File: config.mk
export PLATFORM = sky130hd
export DESIGN_NAME = spinner_step_gen
export DESIGN_NICKNAME = d
export VERILOG_FILES = /design/src/rtl/spinner_step_gen.sv
export SDC_FILE = /design/constraint.sdc
export NUM_CORES = 1
export LEC_CHECK = 0
export ABC_CLOCK_PERIOD_IN_PS = 2400
export BUFFER_PORTS_ARGS = -buffer_cell sky130_fd_sc_hd__clkbuf_2
export CORE_ASPECT_RATIO = 1.5
export CORE_UTILIZATION = 50
export CTS_CLUSTER_DIAMETER = 30
export DETAILED_ROUTE_END_ITERATION = 10
export PLACE_DENSITY = 0.83
export SLEW_MARGIN = 0
export SYNTH_ARGS = -nofsm -noshare
export SYNTH_HDL_FRONTEND = slang
export SYNTH_SLANG_ARGS = --single-unit
File: constraint.sdc
create_clock -name clk -period 2.4 [get_ports clk]
set_input_delay 0.12 -clock clk [delete_from_list [all_inputs] [get_ports clk]]
set_output_delay 0.12 -clock clk [all_outputs]
set_load 0.1 [all_outputs]
File: src/rtl/spinner_step_gen.sv
// Synchronous prescaler producing a one-cycle step_tick; SPINNER_SINGLE_STEP_EN adds a debounced single-step button.
// Pad inputs take effect 2 cycles after they change; step_tick rises 2^k cycles after reset release; no backpressure.
module spinner_step_gen #(
  parameter int PRESCALE_W = 13,
  parameter int DEB_W      = 10,
  parameter int TICKCNT_W  = 8
) (
  input  logic                 clk,
  input  logic                 rst_n,
  input  logic [1:0]           rate_sel,
  input  logic                 pause,
  input  logic                 step_btn,
  output logic                 step_tick,
  output logic                 paused,
  output logic [TICKCNT_W-1:0] tick_count
);

  localparam int K0 = PRESCALE_W - 2;
  localparam int K1 = PRESCALE_W - 1;
  localparam int K2 = PRESCALE_W;
  localparam int K3 = (PRESCALE_W - 4 > 1) ? PRESCALE_W - 4 : 1;

  localparam logic [PRESCALE_W:0]   ONE   = (PRESCALE_W+1)'(1);
  localparam logic [PRESCALE_W-1:0] MASK0 = PRESCALE_W'((ONE << K0) - ONE);
  localparam logic [PRESCALE_W-1:0] MASK1 = PRESCALE_W'((ONE << K1) - ONE);
  localparam logic [PRESCALE_W-1:0] MASK2 = PRESCALE_W'((ONE << K2) - ONE);
  localparam logic [PRESCALE_W-1:0] MASK3 = PRESCALE_W'((ONE << K3) - ONE);

  logic [1:0]            rate_s1, rate_s2;
  logic                  pause_s1, pause_s2;
  logic [PRESCALE_W-1:0] prescale_cnt;
  logic [PRESCALE_W-1:0] tap_mask;
  logic                  prescale_hit;
  logic                  btn_rise;
  logic                  fire;

  always_ff @(posedge clk) begin
    if (!rst_n) begin
      rate_s1  <= 2'b00;
      rate_s2  <= 2'b00;
      pause_s1 <= 1'b0;
      pause_s2 <= 1'b0;
    end else begin
      rate_s1  <= rate_sel;
      rate_s2  <= rate_s1;
      pause_s1 <= pause;
      pause_s2 <= pause_s1;
    end
  end

  assign paused = pause_s2;

  always_comb begin
    tap_mask = MASK0;
    case (rate_s2)
      2'd0:    tap_mask = MASK0;
      2'd1:    tap_mask = MASK1;
      2'd2:    tap_mask = MASK2;
      default: tap_mask = MASK3;
    endcase
  end

  // Low k bits all ones; consecutive counts can never both satisfy this, so a rate switch cannot double-pulse.
  assign prescale_hit = &(prescale_cnt | ~tap_mask);

`ifdef SPINNER_SINGLE_STEP_EN
  logic             btn_s1, btn_s2;
  logic             deb_level;
  logic [DEB_W-1:0] deb_cnt;

  always_ff @(posedge clk) begin
    if (!rst_n) begin
      btn_s1    <= 1'b0;
      btn_s2    <= 1'b0;
      deb_level <= 1'b0;
      deb_cnt   <= '0;
    end else begin
      btn_s1 <= step_btn;
      btn_s2 <= btn_s1;
      if (btn_s2 == deb_level) begin
        deb_cnt <= '0;
      end else if (&deb_cnt) begin
        deb_level <= btn_s2;
        deb_cnt   <= '0;
      end else begin
        deb_cnt <= deb_cnt + 1'b1;
      end
    end
  end

  // Debounced rising edge, honoured only while stepping is held.
  assign btn_rise = btn_s2 && !deb_level && (&deb_cnt) && pause_s2;
`else
  logic unused_btn;
  assign unused_btn = step_btn & (DEB_W > 0);
  assign btn_rise   = 1'b0;
`endif

  assign fire = ((prescale_hit && !pause_s2) || btn_rise) && !step_tick;

  always_ff @(posedge clk) begin
    if (!rst_n) begin
      prescale_cnt <= '0;
      step_tick    <= 1'b0;
      tick_count   <= '0;
    end else begin
      if (!pause_s2) begin
        prescale_cnt <= prescale_cnt + 1'b1;
      end
      step_tick <= fire;
      if (fire) begin
        tick_count <= tick_count + 1'b1;
      end
    end
  end

endmodule

### Word level (Yosys, flattened, before mapping)

Index checks and enable logic that the tools add are counted.

| cells by class | value |
|---|---|
| muxes and demuxes | 1 |
| add/sub/neg operators | 2 |
| bitwise operators | 2 |
| equal/unequal tests | 2 |
| reductions and logical operators | 6 |

Operators with widths:

| operator | number |
|---|---|
| 13-bit one-hot mux with 3 select lines | 1 |
| 13-bit by 1-bit adder with 13-bit output, second input constant | 1 |
| 13-bit inverter | 1 |
| 13-bit OR | 1 |
| 13-bit AND reduction | 1 |
| 8-bit by 1-bit adder with 8-bit output, second input constant | 1 |
| 2-bit by 1-bit equality test with 1-bit output, second input constant | 1 |
| 2-bit equality test, second input constant | 1 |
| 1-bit logical AND | 2 |
| 1-bit zero test | 2 |
| 2-bit zero test | 1 |

| storage, ports and cells | value |
|---|---|
| word-level logic and storage cells | 20 |
| bits of input ports | 6 |
| output and inout port bits | 10 |
| bits in registers | 28 |

### Logic depth before layout (Yosys ltp)

Gate-level depths: netlist of the first run.

| logic depth | value |
|---|---|
| depth after elaboration | 7 |
| mapped depth | 7 |
| gate-level depth less buffers | 6 |

### Least setup slack after synthesis of the first run

OpenSTA, ideal clock, no wires.

| path | value |
|---|---|
| path kind | register to register |
| start point | register tick_count[1] |
| end point | register tick_count[2] |
| clock period less this slack | 2.052 ns |
| path buffers | 0 |
| arrival | 1.980 ns |
| required time | 2.328 ns |
| stages on the path, launching flop included | 5 |
| path slack | 0.348 ns |
| setup time | 0.072 ns |
| cells stage by stage | dfxtp_1 ha_1 inv_1 or4_1 a21oi_1 |

| on the way | value |
|---|---|
| cells in the longest elaborated chain, start to end | 1 |

Ends and longest elaborated chain:

| what | RTL line | source |
|---|---|---|
| start: declaration | 15 | `output logic [TICKCNT_W-1:0] tick_count` |
| start signal: assignment | 112 | `tick_count <= tick_count + 1'b1;` |
| 8-bit by 1-bit adder with 8-bit output | 112 |  |

Every way passes these cells.
A chain may end at the register's enable or synchronous reset.

### Worst setup path in the final report of the first run

| path | value |
|---|---|
| start point | register rate_s2[0] |
| end point | register tick_count[4] |

| on the way | value |
|---|---|
| cells in the longest elaborated chain, start to end | 7 |
| elaborated cells between the ends (all ways) | 9 |
| classes of those cells | eq/ne (2); mux (1); bitwise (2); reduce/logical (4) |

Ends and longest elaborated chain:

| what | RTL line | source |
|---|---|---|
| start: declaration | 29 | `logic [1:0] rate_s1, rate_s2;` |
| start signal: assignment | 45 | `rate_s2 <= rate_s1;` |
| 2-bit equality test, or another cell as far along | 55 | `case (rate_s2)` |
| 13-bit one-hot mux with 3 select lines (*) | 55 |  |
| 13-bit inverter (*) | 64 | `assign prescale_hit = &(prescale_cnt \| ~tap_mask);` |
| 13-bit OR (*) | 64 |  |
| 13-bit AND reduction (*) | 64 |  |
| 1-bit logical AND (*) (2 in series) | 99 | `assign fire = ((prescale_hit && !pause_s2) \|\| btn_rise) && !step_tick;` |

Mark *: on every way between the ends. The rest lies on a longest branch, timed or not.

==> key figures, run 1 <==
Placed design
  • Placed cells: ~170
  • RD Place Congestion: 0.721
  • I/O Buffers: 14
  • Area of placed instances: around 1300 µm²
  • Hpwl dp: between 1000 and 1500 µm

Route
  • Via density: roughly 5.5
  • 1st-iter DRT viols: 30
  • Drt first pass iters: 4
  • Drt wl/cell: ~12 µm
  • Routed vias: 945
  • Drt total wl: 2060 µm
  • Residual DRC: 0
  • Antenna-violating nets left: 0

GRT
  • Largest net degree at the start of global routing: 20
  • First-pass GRT wire length: 3930 µm
  • Total GRT Usage: 0.182
  • Vias in the first global route: around 960
  • Total congestion overflow: 0
  • Initial antenna violation count: 0

Layout
  • Nets@finish: 160
  • Diodes inserted: 0
  • Commonest non-fill, non-tap cell in the layout: dfxtp_1
  • Share of cells above drive strength 1: 0.174
  • Multi-input gate area: between 600 and 700 µm²
  • Layout Cells excl Fill: between 150 and 200
  • Fillers: around 180
  • Most frequent cells in the layout: dfxtp_1 (28), clkbuf_2 (14), nor2_1 (13)
  • Reg area: 561 µm²
  • Finished Core Util: 0.605
  • Non-Filler Cell Area, Final: about 1400 µm²
  • Area growth syn-to-layout: 11.3%

STA
  • Worst Skew: about 0.0063 ns
  • RSZ-0062 raised after global routing: no
  • Final setup violation count: 0
  • Hold Fails Final Rpt: 0
  • Worst rel slew slack: 0.626
  • Final Cycle Share: 0.860
  • Worst-Margin Slew: roughly 0.56 ns
  • Final Max Slew Viols: 0
  • Max Clk Rate: just under 0.5 GHz
  • Total negative slack: 0 ns
  • Final min period: 2.06 ns

Synth
  • Net count after synthesis: 141
  • Synth unique cells: 34
  • Synth area leaders: dfxtp_1 (45%), xor2_1 (4.9%), ha_1 (4.0%)
  • Syn Inst Count: between 100 and 150
  • Area of the mapped netlist: about 1200 µm²
  • Mapped Avg Cell Area: roughly 9.5 µm²
  • Top cell type by total area after synthesis: dfxtp_1
  • Synth warn: 0
  • Synthesized flop and latch total: 28
  • Synth top area share: 0.451
  • Post-synthesis sequential area ratio: 0.451

Critical path
  • Req. time, crit path: ~2.7 ns
  • Maximum fanout along the worst path: 15
  • Crit path kind: flop to flop
  • Startpoint Class: flop
  • CP Capture Type: flop
  • WP data arrival: around 2.3 ns

Floorplan
  • Core area: approximately 2300 µm²
  • FP Rows: 21
  • Initial Util: 0.544
  • Ports: 16
  • DIE AREA: between 2000 and 3000 µm²
  • Die width: 42.7 µm
  • Die Height: ~63 µm

Clock tree
  • Clk slew on worst S/H paths: approximately 0.14 ns
  • CTS HTree Levels: 1
  • Root Driver: clkbuf_4
  • Postcts setup bufs: 0
  • Clk buf depth: 2
  • CTS Sinks: 28
  • Clock Latency Late Sink: 0.33 ns
  • CTS tree: done
  • Num CTS Buffers: 3

Run status
  • Status: completed

Pwr
  • Worst VDD drop: about 0.00048 V
  • PD cells: 546 nW/µm²
  • Leakage power: around 0.54 nW

Hold path
  • Worst hold path class: input pin to flop

Job
  • Max-Cap Viols: 0
[critical path: stages, from the launching register on]
cell	delay, ns
dfxtp_1	0.36
inv_1	0.06
ha_1	0.19
nor2b_1	0.13
or4_4	0.61
or4_1	0.50
a21oi_1	0.15
[cell usage after synthesis]
cell	n
xnor2_1	4
o311ai_0	1
mux2i_1	3
nand3_1	9
or3_1	1
nor2_1	13
ha_1	4
or3_2	2
and2_1	6
and3_1	3
o21ai_0	3
nand2b_1	3
dfxtp_1	28
nor2b_1	3
or4_1	3
o41ai_1	1
and4_2	1
clkbuf_1	2
or4_4	1
nor3_1	3
nor4_1	1
inv_1	3
nor4_2	1
nand4b_1	1
nand2_1	6
buf_6	1
and4b_2	1
o31ai_1	3
nand4_1	3
clkbuf_8	1
a21oi_1	7
xor2_1	7
clkinv_1	1
nor4_4	1
[metrics by stage]
stage	power [W]	worst slack [ns]	hold WS [ns]
CTS	0.000764	0.339	0.145
global route	0.000791	0.195	0.160
floorplan	0.000523	0.348	0.247
detailed placement	0.000535	0.382	0.330
finish	0.000755	0.336	0.143
global placement	0.000533	0.435	0.329
[repair_timing]
item / CTS / global route
hold buffers: 3 / 0
endpoints found under the setup margin: 0 / 0
hold endpoints to repair: 3 / 0
gates resized for setup: 0 / 0
[cell families (layout without fill, tap and decap cells)]
kind of cell               count (synthesis)  count (layout)  synth area share
and+or+nand+nor                           62              62             0.297
DFF                                       28              28             0.451
AOI/OAI and AO/OA                         15              15            0.0724
xor gates and xnor gates                  11              11            0.0775
buffers and inverters                      8              26            0.0382
adders and majority gates                  4               4            0.0402
muxes                                      3               3            0.0241
[cell type report]
cell class / instances / area share
clock buffer: 4 / 0.0262
multi-input combinational: 95 / 0.459
tap: 23 / 0.0208
sequential: 28 / 0.405
inverter: 4 / 0.0108
timing repair buffer: 18 / 0.0778
[where the power goes]
part / switching, W / internal [W] / total [W]
sequential: 0.00000816 / 0.000475 / 0.000483
clock: 0.000133 / 0.0000931 / 0.000226
combinational: 0.0000259 / 0.0000197 / 0.0000456
total: 0.000167 / 0.000588 / 0.000755
[flip-flops by register name, summed over array words and instances, names as in the netlist]
name,cells
paused,1
rate_s2,2
pause_s1,1
prescale_cnt,13
step_tick,1
rate_s1,2
tick_count,8
[path summary, 6_finish.rpt]
kind / start / endpoint / slack [ns] / depth (start not counted)
setup / recovery: rate_s2[0] / tick_count[4] / 0.34 / 6
hold / removal: rst_n / tick_count[7] / 0.14 / 3
setup reg to reg: rate_s2[0] / tick_count[4] / 0.34 / 6
hold reg to reg: rate_s1[1] / rate_s2[1] / 0.45 / 1
[routing by layer]
layer | GRT usage | vias up | wire length, µm
met2 | 0.333 | 11 | 1070
met4 | 0.0703 | 0 | 33
met3 | 0.0229 | 3 | 37
met5 | 0 | - | 0
met1 | 0.204 | 430 | 919
li1 | - | 501 | -
No activity file was read; power rests on OpenSTA's default activity.
==> run 2: changes to the inputs <==
Settings changed: CORE_UTILIZATION 50 to 40, PLACE_DENSITY 0.83 to 0.71.
==> run 2 against run 1 <==
Against the previous run:
- register-to-register slack hardly changed
- first-iteration DRC count is 53% lower
- combinational power shrank 8.8%
- final area grew 1.8%
- hold slack worse by 0.097 ns
- critical endpoint unchanged
- largest power group unchanged
==> key figures, run 2 (synthesis results as in run 1) <==
Run status
  • Status: completed (unchanged)

Critical path
  • CP Capture Type: flop (unchanged)
  • Req. time, crit path: 2.59 ns (was 2.67 ns)
  • WP buf/inv: 0 (was 1)
  • CP cell instances: and4b_2 -> nand3_1 -> or4_1 -> a21oi_1 (was inv_1 -> ha_1 -> nor2b_1 -> or4_4 -> or4_1 -> a21oi_1)
  • Critical path launch point: paused (was rate_s2[0])
  • R2R depth: 4 (was 6)
  • Maximum fanout along the worst path: 15 (unchanged)
  • Crit path capture: tick_count[4] (unchanged)
  • Family with the most delay on the worst path: simple AND/OR/NAND/NOR gates (unchanged)
  • Worst path slowest cell: or4_1 (was or4_4)
  • Crit path kind: flop to flop (unchanged)
  • R2r setup slk: 0.33 ns (was 0.34 ns)
  • R2R Path Start: paused (was rate_s2[0])
  • Crit path largest cell delay: 0.65 ns (was 0.61 ns)
  • Cell count along the critical path: 4 (was 6)
  • FF-to-FF End: tick_count[4] (unchanged)
  • Startpoint Class: flop (unchanged)
  • WP data arrival: 2.27 ns (was 2.33 ns)

GRT
  • Total congestion overflow: 0 (unchanged)
  • Vias in the first global route: 986 (was 956)
  • GR peak layer: met2 (unchanged)
  • Total GRT Usage: 0.156 (was 0.182)
  • Met3 Use GR: 0.0155 (was 0.0229)
  • Largest net degree at the start of global routing: 20 (unchanged)
  • Met1 track demand over resource: 0.191 (was 0.204)
  • GR met2 Demand/Resource: 0.257 (was 0.333)
  • Initial antenna violation count: 0 (unchanged)
  • First-pass GRT wire length: 3960 µm (was 3930 µm)

STA
  • RSZ-0062 raised after global routing: no (unchanged)
  • Worst-Margin Slew: 0.585 ns (was 0.560 ns)
  • Final min period: 2.07 ns (was 2.06 ns)
  • Max Clk Rate: 0.482 GHz (was 0.485 GHz)
  • Final Max Slew Viols: 0 (unchanged)
  • Final Cycle Share: 0.864 (was 0.860)
  • Total negative slack: 0 ns (unchanged)
  • Worst rel slew slack: 0.609 (was 0.626)
  • Hold Fails Final Rpt: 0 (unchanged)
  • Final WS setup: 0.327 ns (was 0.336 ns)
  • Worst Skew: 0.00223 ns (was 0.00634 ns)
  • Final setup violation count: 0 (unchanged)

Route
  • Via density: 5.35 (was 5.49)
  • Routed vias: 990 (was 945)
  • Antenna-violating nets left: 0 (unchanged)
  • Drt total wl: 2230 µm (was 2060 µm)
  • 1st-iter DRT viols: 14 (was 30)
  • Residual DRC: 0 (unchanged)
  • Drt first pass iters: 4 (unchanged)
  • Drt wl/cell: 12.1 µm (was 12.0 µm)

Pwr
  • Worst VDD drop: 0.000536 V (was 0.000478 V)
  • Net Switching: 0.000175 W (was 0.000167 W)
  • PD cells: 631 nW/µm² (was 546 nW/µm²)
  • Internal Power: 0.000714 W (was 0.000588 W)
  • Reg power frac: 0.543 (was 0.640)
  • Switching Fraction: 0.197 (was 0.221)
  • Combinational share of power: 0.047 (was 0.060)
  • Power share of the clock group: 0.411 (was 0.299)
  • Leakage power: 0.544 nW (was 0.542 nW)

Clock tree
  • Clk buf depth: 2 (unchanged)
  • Postcts setup bufs: 0 (unchanged)
  • Num CTS Buffers: 3 (unchanged)
  • CTS tree: done (unchanged)
  • Hold-fix buffers, CTS: 0 (was 3)
  • Root Driver: clkbuf_8 (was clkbuf_4)
  • Clk slew on worst S/H paths: 0.09 ns (was 0.14 ns)
  • Clock Latency Late Sink: 0.27 ns (was 0.33 ns)
  • Post-CTS Resized: 0 (unchanged)
  • CTS HTree Levels: 1 (unchanged)
  • CTS Sinks: 28 (unchanged)

Layout
  • Most frequent cells in the layout: dfxtp_1 (28), clkbuf_2 (14), nor2_1 (13) (unchanged)
  • Area growth syn-to-layout: 13.3% (was 11.3%)
  • Non-Filler Cell Area, Final: 1410 µm² (was 1380 µm²)
  • Reg with most FFs: prescale_cnt (unchanged)
  • Diodes inserted: 0 (unchanged)
  • Commonest non-fill, non-tap cell in the layout: dfxtp_1 (unchanged)
  • Fillers: 298 (was 181)
  • Biggest regs: prescale_cnt x13, tick_count x8 (unchanged)
  • Share of cells above drive strength 1: 0.178 (was 0.174)
  • Max FFs per register: 13 (unchanged)
  • Nets@finish: 157 (was 160)

Floorplan
  • Die Height: 70.3 µm (was 63.1 µm)
  • Ports: 16 (unchanged)
  • Initial Util: 0.423 (was 0.544)
  • FP Rows: 24 (was 21)
  • Die width: 47.5 µm (was 42.7 µm)
  • DIE AREA: 3340 µm² (was 2690 µm²)
  • Core area: 2940 µm² (was 2290 µm²)

Placed design
  • I/O Buffers: 14 (unchanged)
  • Area of placed instances: 1340 µm² (was 1320 µm²)
  • Hpwl dp: 1620 µm (was 1480 µm)
  • RD Place Congestion: 0.716 (was 0.721)
  • Place WS: 0.316 ns (was 0.382 ns)

Hold path
  • Worst hold path class: input pin to flop (unchanged)

Job
  • Max-Cap Viols: 0 (unchanged)
-- run 2: metrics by stage --
step | util | hold WS (ns) | power, W | cells
2_1_floorplan | - | 0.247 | 0.000523 | 131
3_3_place_gp | 0.455 | 0.330 | 0.000533 | 181
3_5_place_dp | 0.455 | 0.331 | 0.000536 | 181
4_1_cts | 0.479 | 0.0464 | 0.000896 | 185
5_1_grt | 0.479 | 0.0470 | 0.000920 | 185
6_report | 0.479 | 0.0460 | 0.000889 | 185
-- run 2: layer usage --
| layer | wire (µm) | vias to the layer above | part of all wire |
|---|---|---|---|
| met1 | 942 | 477 | 0.42 |
| met2 | 1210 | 15 | 0.54 |
| met4 | 36 | 0 | 0.016 |
| met3 | 44 | 4 | 0.020 |
| met5 | 0 | - | 0 |
| li1 | - | 494 | - |
-- run 2: final cells by class --
| cell class | instances | area (µm²) | area share |
|---|---|---|---|
| Clock inverter | 1 | 30.0 | 0.0213 |
| Inverter | 4 | 15.0 | 0.0107 |
| Tap cell | 39 | 48.8 | 0.0346 |
| Sequential cell | 28 | 561 | 0.398 |
| Multi-Input combinational cell | 95 | 636 | 0.451 |
| Timing Repair Buffer | 15 | 77.6 | 0.0551 |
| Clock buffer | 3 | 41.3 | 0.0293 |
-- run 2: worst min path at each step --
stage | from | to | slack, ns | depth (start not counted)
6_report | rate_sel[0] | rate_s1[0] | 0.05 | 2
5_1_grt | rate_sel[0] | rate_s1[0] | 0.05 | 2
4_1_cts | rate_sel[0] | rate_s1[0] | 0.05 | 2
3_5_place_dp | rate_sel[0] | rate_s1[0] | 0.33 | 2
3_3_place_gp | rate_sel[0] | rate_s1[0] | 0.33 | 2
2_1_floorplan | pause | pause_s1 | 0.25 | 1
-- run 2: power groups by stage --
| stage | Sequential, W | Combinational [W] | Clock, W |
|---|---|---|---|
| 2_1_floorplan | 0.000497 | 0.0000267 | 0 |
| 3_3_place_gp | 0.000493 | 0.0000403 | 0 |
| 3_5_place_dp | 0.000494 | 0.0000421 | 0 |
| 4_1_cts | 0.000483 | 0.0000423 | 0.000370 |
| 5_1_grt | 0.000485 | 0.0000457 | 0.000390 |
| 6_report | 0.000483 | 0.0000416 | 0.000365 |
==> run 3: changes to the inputs <==
--- a/config.mk
+++ b/config.mk
@@ -14,2 +14,3 @@
 export PLACE_DENSITY = 0.71
+export REMOVE_ABC_BUFFERS = 1
 export SLEW_MARGIN = 0
==> constraint.sdc (replaced) <==
create_clock -name clk -period 2.4 [get_ports clk]
set_input_delay 0.36 -clock clk [delete_from_list [all_inputs] [get_ports clk]]
set_output_delay 0.36 -clock clk [all_outputs]
set_load 0.1 [all_outputs]
==> run 3 against run 2 <==
Against the previous run:
- setup slack gained 0.024 ns
- flip-flop and latch count is the same
- non-clock buffer count is the same
- register-to-register slack gained 0.02 ns
- fmax grew 1.2%
- combinational power shrank 4%
- clock skew grew 0.00078 ns
- hold slack gained 0.24 ns
- sequential share of layout area grew 0.87 points
- via count shrank 2.4%
==> key figures, run 3 (synthesis results as in run 1) <==
Placed design
  • Area of placed instances: 1340 µm² (unchanged)
  • Hpwl dp: 1560 µm (was 1620 µm)
  • RD Place Congestion: 0.794 (was 0.716)
  • Placed cells: 181 (unchanged)
  • I/O Buffers: 14 (unchanged)

Critical path
  • FF-to-FF End: tick_count[4] (unchanged)
  • Worst path slowest cell: or4_4 (was or4_1)
  • Crit path largest cell delay: 0.62 ns (was 0.65 ns)
  • R2r setup slk: 0.35 ns (was 0.33 ns)
  • Crit path capture: tick_count[4] (unchanged)
  • WP data arrival: 2.24 ns (was 2.27 ns)
  • Req. time, crit path: 2.59 ns (about the same)
  • Crit path kind: flop to flop (unchanged)
  • Critical path launch point: rate_s2[0] (was paused)
  • R2R depth: 6 (was 4)
  • CP Capture Type: flop (unchanged)
  • CP cell instances: inv_1 -> ha_1 -> nor2b_1 -> or4_4 -> or4_1 -> a21oi_1 (was and4b_2 -> nand3_1 -> or4_1 -> a21oi_1)
  • Startpoint Class: flop (unchanged)
  • Maximum fanout along the worst path: 15 (unchanged)
  • R2R Path Start: rate_s2[0] (was paused)

Clock tree
  • Root Driver: clkbuf_8 (unchanged)
  • Clk buf depth: 2 (unchanged)
  • Postcts setup bufs: 0 (unchanged)
  • CTS HTree Levels: 1 (unchanged)
  • Num CTS Buffers: 3 (unchanged)
  • Clk slew on worst S/H paths: 0.09 ns (about the same)
  • CTS tree: done (unchanged)
  • CTS Sinks: 28 (unchanged)
  • Clock Latency Late Sink: 0.27 ns (about the same)
  • Hold-fix buffers, CTS: 0 (unchanged)
  • Post-CTS Resized: 0 (unchanged)

STA
  • Final Max Slew Viols: 0 (unchanged)
  • Worst Skew: 0.00300 ns (was 0.00223 ns)
  • Max Clk Rate: 0.488 GHz (was 0.482 GHz)
  • WHS: 0.284 ns (was 0.0460 ns)
  • RSZ-0062 raised after global routing: no (unchanged)
  • Hold Fails Final Rpt: 0 (unchanged)
  • Final setup violation count: 0 (unchanged)
  • Total negative slack: 0 ns (unchanged)
  • Worst-Margin Slew: 0.542 ns (was 0.585 ns)
  • Final min period: 2.05 ns (was 2.07 ns)
  • Final Cycle Share: 0.853 (was 0.864)
  • Worst rel slew slack: 0.640 (was 0.609)

Floorplan
  • FP Rows: 24 (unchanged)
  • DIE AREA: 3340 µm² (unchanged)
  • Ports: 16 (unchanged)
  • Die Height: 70.3 µm (unchanged)
  • Core area: 2940 µm² (unchanged)
  • Die width: 47.5 µm (unchanged)
  • Initial Util: 0.423 (unchanged)

Route
  • Drt wl/cell: 11.7 µm (was 12.1 µm)
  • Antenna-violating nets left: 0 (unchanged)
  • 1st-iter DRT viols: 15 (was 14)
  • Routed vias: 966 (was 990)
  • Residual DRC: 0 (unchanged)
  • Drt first pass iters: 4 (unchanged)
  • Via density: 5.25 (was 5.35)
  • Drt total wl: 2160 µm (was 2230 µm)

Job
  • Max-Cap Viols: 0 (unchanged)

Layout
  • Share of cells above drive strength 1: 0.172 (was 0.178)
  • Reg with most FFs: prescale_cnt (unchanged)
  • Max FFs per register: 13 (unchanged)
  • Most frequent cells in the layout: dfxtp_1 (28), clkbuf_2 (14), nor2_1 (13) (unchanged)
  • Non-Filler Cell Area, Final: 1380 µm² (was 1410 µm²)
  • Nets@finish: 157 (unchanged)
  • Area growth syn-to-layout: 10.9% (was 13.3%)
  • Layout Cells excl Fill: 184 (was 185)
  • Diodes inserted: 0 (unchanged)
  • Commonest non-fill, non-tap cell in the layout: dfxtp_1 (unchanged)
  • Biggest regs: prescale_cnt x13, tick_count x8 (unchanged)
  • Fillers: 324 (was 298)

GRT
  • GR met2 Demand/Resource: 0.263 (was 0.257)
  • First-pass GRT wire length: 3830 µm (was 3960 µm)
  • Total congestion overflow: 0 (unchanged)
  • Vias in the first global route: 959 (was 986)
  • Initial antenna violation count: 0 (unchanged)
  • Met3 Use GR: 0.0258 (was 0.0155)
  • Total GRT Usage: 0.156 (about the same)
  • Met1 track demand over resource: 0.169 (was 0.191)
  • GR peak layer: met2 (unchanged)
  • Largest net degree at the start of global routing: 20 (unchanged)

Pwr
  • Leakage power: 0.529 nW (was 0.544 nW)
  • PD cells: 561 nW/µm² (was 631 nW/µm²)
  • Worst VDD drop: 0.000472 V (was 0.000536 V)

Hold path
  • Worst hold path class: input pin to flop (unchanged)
  • Hold path startpoint: pause (was rate_sel[0])

Run status
  • Status: completed (unchanged)
==> run 3: cell count changes in the layout (fill, tap and decap cells not counted), sizes merged <==
cell | previous run | this run
bufinv | 1 | 0
==> run 3: worst min-delay path by stage <==
| stage | to | slack [ns] | cells after the start |
|---|---|---|---|
| after detailed placement | paused | 0.42 | 1 |
| after global placement | rate_s2[0] | 0.41 | 1 |
| final | pause_s1 | 0.28 | 2 |
| after floorplan | paused | 0.41 | 1 |
| after CTS | pause_s1 | 0.28 | 2 |
| after global routing | rate_s1[0] | 0.29 | 2 |
==> run 3: stage by stage <==
stage | setup WS [ns] | total power [W] | utilization
after CTS | 0.331 | 0.000783 | 0.469
final | 0.352 | 0.000774 | 0.469
after global routing | 0.230 | 0.000803 | 0.469
after global placement | 0.418 | 0.000532 | 0.455
after floorplan | 0.143 | 0.000521 | -
after detailed placement | 0.374 | 0.000534 | 0.455
==> run 3: layer usage <==
metal | vias up | wire length, µm
li1 | 485 | -
met1 | 450 | 936
met2 | 24 | 1060
met3 | 7 | 79
met4 | 0 | 80
met5 | - | 0
==> run 3: power breakdown <==
group	leakage, nW	internal (W)	switching (W)
sequential	0.227	0.000474	0.00000822
combinational	0.280	0.0000155	0.0000243
clock	0.0216	0.000113	0.000138
total	0.529	0.000603	0.000171
==> run 3: critical path, delay by kind of cell, from the launching register on <==
family	cells	cell delay (ns)
adders and majority gates	1	0.17
buffers and inverters	1	0.04
DFF	1	0.34
and+or+nand+nor	3	1.24
AOI/OAI and AO/OA	1	0.16
==> run 3: final cells by class <==
class | count | area [µm²] | area share
clock buffer | 3 | 41.3 | 0.0299
inverter | 4 | 15.0 | 0.0109
multi-input combinational | 95 | 636 | 0.461
sequential | 28 | 561 | 0.407
tap | 39 | 48.8 | 0.0354
timing repair buffer | 15 | 77.6 | 0.0563
